[src/rtl/beam_thresh_loader.sv]
// beam_thresh_loader: stages host-written per-beam thresholds and shifts them into the
// dual-beam trigger cascade, one write strobe per beam then a single update strobe.
module beam_thresh_loader #(
  parameter int          NBEAMS         = 2,
  parameter logic [17:0] DEFAULT_THRESH = 18'd4000,
  parameter string       AUTOLOAD       = "TRUE",
  localparam int         AW             = (NBEAMS > 1) ? $clog2(NBEAMS) : 1
) (
  input  logic          clk_i,
  input  logic          rst_i,
  input  logic          thr_wr_i,
  input  logic          thr_set_i,
  input  logic [AW-1:0] thr_addr_i,
  input  logic [17:0]   thr_dat_i,
  input  logic [1:0]    load_i,
  output logic          busy_o,
  output logic          done_o,
  output logic [35:0]   thresh_o,
  output logic [1:0]    thresh_wr_o,
  output logic [1:0]    thresh_update_o
);
  typedef enum logic [1:0] {IDLE, SHIFT, UPDATE} state_t;
  localparam logic [AW:0]   NB       = (AW+1)'(NBEAMS);
  localparam logic [AW-1:0] LAST     = AW'(NBEAMS - 1);
  localparam logic [1:0]    PEND_RST = (AUTOLOAD == "TRUE") ? 2'b11 : 2'b00;
  state_t        state, state_n;
  logic [1:0]    act, act_n, pend, pend_n, req, wr_n, upd_n;
  logic [AW-1:0] idx, idx_n;
  logic [35:0]   th_n;
  logic [17:0]   stage [2][NBEAMS];
  logic          accept;
  assign req    = pend | load_i;
  assign accept = (state != SHIFT) && (|req);
  always_ff @(posedge clk_i or posedge rst_i)
    if (rst_i) begin
      for (int s = 0; s < 2; s++)
        for (int b = 0; b < NBEAMS; b++)
          stage[s][b] <= DEFAULT_THRESH;
    end else if (thr_wr_i && ({1'b0, thr_addr_i} < NB)) begin
      stage[thr_set_i][thr_addr_i] <= thr_dat_i;
    end
  // Beams go out highest index first so the first word reaches the far end of the cascade.
  always_comb begin
    act_n   = accept ? req : act;
    pend_n  = accept ? 2'b00 : req;
    idx_n   = accept ? LAST : ((state == SHIFT) ? idx - 1'b1 : idx);
    state_n = (state == SHIFT) ? ((idx == '0) ? UPDATE : SHIFT) : (accept ? SHIFT : IDLE);
    wr_n    = (state == SHIFT) ? act : 2'b00;
    upd_n   = (state == UPDATE) ? act : 2'b00;
    th_n    = '0;
    for (int k = 0; k < 2; k++)
      th_n[18*k +: 18] = (state == SHIFT && act[k]) ? stage[k][idx] : 18'd0;
  end
  always_ff @(posedge clk_i or posedge rst_i)
    if (rst_i) begin
      state           <= IDLE;
      act             <= '0;
      idx             <= '0;
      pend            <= PEND_RST;
      busy_o          <= 1'b0;
      done_o          <= 1'b0;
      thresh_o        <= '0;
      thresh_wr_o     <= '0;
      thresh_update_o <= '0;
    end else begin
      state           <= state_n;
      act             <= act_n;
      idx             <= idx_n;
      pend            <= pend_n;
      busy_o          <= state != IDLE;
      done_o          <= |thresh_update_o;
      thresh_o        <= th_n;
      thresh_wr_o     <= wr_n;
      thresh_update_o <= upd_n;
    end
endmodule
[config.mk]
export PLATFORM = sky130hd
export DESIGN_NAME = beam_thresh_loader
export DESIGN_NICKNAME = d
export VERILOG_FILES = /design/src/rtl/beam_thresh_loader.sv
export SDC_FILE = /design/constraint.sdc
export NUM_CORES = 1
export LEC_CHECK = 0
export CORE_UTILIZATION = 50
export DETAILED_ROUTE_END_ITERATION = 12
export PLACE_DENSITY = 0.78
export SYNTH_ARGS = -nofsm -noshare
export SYNTH_HDL_FRONTEND = slang
export SYNTH_SLANG_ARGS = --single-unit
[constraint.sdc]
create_clock -name clk_i -period 5.4 [get_ports clk_i]
set_input_delay 1.08 -clock clk_i [delete_from_list [all_inputs] [get_ports clk_i]]
set_output_delay 1.08 -clock clk_i [all_outputs]
set_load 0.02 [all_outputs]
==> impl_metrics.env <==
export IMPL_path_cells="clkdlybuf4s50_1"
export IMPL_yosys_register_bits=121
export IMPL_tns_ns=0
export IMPL_area_growth_pct=30.7
export IMPL_clkTransAtPathRegs_ns=0.06
export IMPL_crit_buf_inv=1
export IMPL_dpl_hpwl_um=4980
export IMPL_start_util=0.521
export IMPL_relSlewSlack=0.544
export IMPL_chipHeight_um=98.1
export IMPL_required_ns=4.32
export IMPL_yosys_warnings=0
export IMPL_clk_latency_ns=0.51
export IMPL_antennaDiodeCount=0
export IMPL_routed_via_count=2650
export IMPL_rsz0062_at_grt="false"
export IMPL_placementRows=34
export IMPL_hold_violations=0
export IMPL_synth_area_mm2=0.00461
export IMPL_io_buffers=66
export IMPL_hp_class="reg -> reg"
export IMPL_numCtsBuffers=17
export IMPL_yosys_area_top_type="dfrtp_1"
export IMPL_period_share=0.472
export IMPL_grt_use_total=0.199
export IMPL_vias_per_cell=5.28
export IMPL_cts_tree="built"
export IMPL_synth_area_top_cells="dfrtp_1 52%, mux2_2 18%, dfstp_2 15%"
export IMPL_ant_nets=0
export IMPL_fin_nets=406
export IMPL_finalWorstPathRequiredPeriod_ns=2.55
export IMPL_wl_per_cell_um=17.2
export IMPL_grt_max_degree=43
export IMPL_first_global_vias=2866
export IMPL_grt_overflow_total=0
export IMPL_syn_inst=304
export IMPL_failed_checks="DRC"
export IMPL_worst_pin_slew_ns=0.684
export IMPL_critical_path_class="reg -> out"
export IMPL_cp_arrival_ns=1.47
export IMPL_post_cts_buffers=0
export IMPL_cts_sinks=121
export IMPL_core_area_mm2=0.00885
export IMPL_crit_path_start_kind="flip-flop"
export IMPL_cts_root_buf="clkbuf_8"
export IMPL_critPathMaxStageDelay_ns=0.61
export IMPL_cts_buffer_depth=2
export IMPL_powerDensity_mw_per_mm2=467
export IMPL_drive_above_1_share=0.363
export IMPL_final_cells=502
export IMPL_slew_viol_final=0
export IMPL_io_pins=67
export IMPL_slowest_stage="clkdlybuf4s50_1"
export IMPL_synth_net_count=329
export IMPL_dr_pass1_iters=8
export IMPL_drv_cap=0
export IMPL_drc=4
export IMPL_p_leak_uw=0.00253
export IMPL_max_freq_ghz=0.392
export IMPL_crit_path_end_kind="primary output"
export IMPL_ys_seq_area_frac=0.663
export IMPL_status="finished with violations"
export IMPL_final_common_cell="dfrtp_1"
export IMPL_cts_resized=0
export IMPL_postCtsHoldBufs=0
export IMPL_path_delay_family="buffers and inverters"
export IMPL_synth_top_cell_area_share=0.515
export IMPL_setup_viol_count_final=0
export IMPL_layout_common_cells="94 x dfrtp_1, 72 x mux2_2, 66 x clkdlybuf4s50_1"
export IMPL_dieArea_mm2=0.00962
export IMPL_irDropWorstVdd_mv=0.244
export IMPL_placed_cells=470
export IMPL_grt_antenna_before_repair=0
export IMPL_fin_skew_ns=0.00659
export IMPL_drt_iter0_markers=112
export IMPL_wirelength_um=8630
export IMPL_place_gp_congestion=0.712
export IMPL_critPathMaxFanout=1
export IMPL_synthDistinctLibCells=21
export IMPL_syn_area_per_cell_um2=15.2
export IMPL_cts_max_level=4
export IMPL_grt_pass1_wl_um=14300
export IMPL_die_w_um=98.1
==> per-stage QoR <==
stage / hold slack (ns) / cell area (um2) / worst slack (ns) / util / power [uW]
4_1_cts: 0.463 / 6030 / 2.83 / 0.682 / 2840
6_report: 0.463 / 6030 / 2.85 / 0.682 / 2820
3_3_place_gp: 0.445 / 5370 / 2.60 / 0.606 / 1560
3_5_place_dp: 0.450 / 5370 / 2.56 / 0.606 / 1570
5_1_grt: 0.503 / 6030 / 2.79 / 0.682 / 2920
2_1_floorplan: 0.479 / 4610 / 1.15 / - / 1390
==> metal layers <==
metal | up-vias | share of wire | GRT usage
met5 | - | 0 | 0
li1 | 1201 | - | -
met2 | 58 | 0.53 | 0.332
met3 | 13 | 0.031 | 0.0573
met4 | 0 | 0.013 | 0.0851
met1 | 1378 | 0.43 | 0.242
==> final cells by class <==
type                    count  area (um2)
well taps                 108         135
inverters                   3        13.8
clock buffers              20         445
multi-input cells         168        1470
flip-flops and latches    121        3060
fillers                   606        2820
clock inverters            12         220
repair buffers             70         691
==> state kept, by name (all words and copies together), names as in the netlist <==
register	cells
thresh_wr_o	2
thresh_o	36
busy_o	1
done_o	1
pend	2
act	2
state	2
idx	1
stage	72
thresh_update_o	2
==> Yosys cell counts <==
cell type and number:
nor3b_1 1, buf_6 1, mux2_2 72, nor2_1 42, nor2b_1 1, nand2_2 2, clkbuf_2 1, o21ai_0 4
dfrtp_1 95, inv_1 3, nand3b_2 2, dfstp_2 26, and3_1 1, clkbuf_8 1, buf_2 6, or2_2 2
and3b_1 2, nand3_2 1, mux2i_1 37, nand2b_1 1, buf_4 3
==> cell families after synthesis <==
group | count (synthesis) | synth area share
mux | 109 | 0.256
flops | 121 | 0.663
compound gates | 4 | 0.00434
buf+inv | 15 | 0.0203
simple gates | 55 | 0.0561
==> worst paths after layout <==
path | cells after the start | start | slack, ns | end
max reg2reg | 3 | state[0]$_DFF_PP0_ | 3.88 | thresh_o[18]$_DFF_PP0_
min in group asynchronous | 2 | rst_i | 0.94 | thresh_update_o[0]$_DFF_PP0_
max in group asynchronous | 3 | rst_i | 3.55 | stage[44]$_DFFE_PP1P_
min | 1 | thresh_update_o[1]$_DFF_PP0_ | 0.46 | done_o$_DFF_PP0_
max | 1 | thresh_o[35]$_DFF_PP0_ | 2.85 | thresh_o[35]
min reg2reg | 1 | thresh_update_o[1]$_DFF_PP0_ | 0.46 | done_o$_DFF_PP0_
==> power breakdown <==
group	total, uW	switching [uW]	internal [uW]
combinational	404	190	215
clock	1250	390	865
sequential	1160	69.4	1090
total	2820	649	2170
No activity file was read; power rests on OpenSTA's default activity.
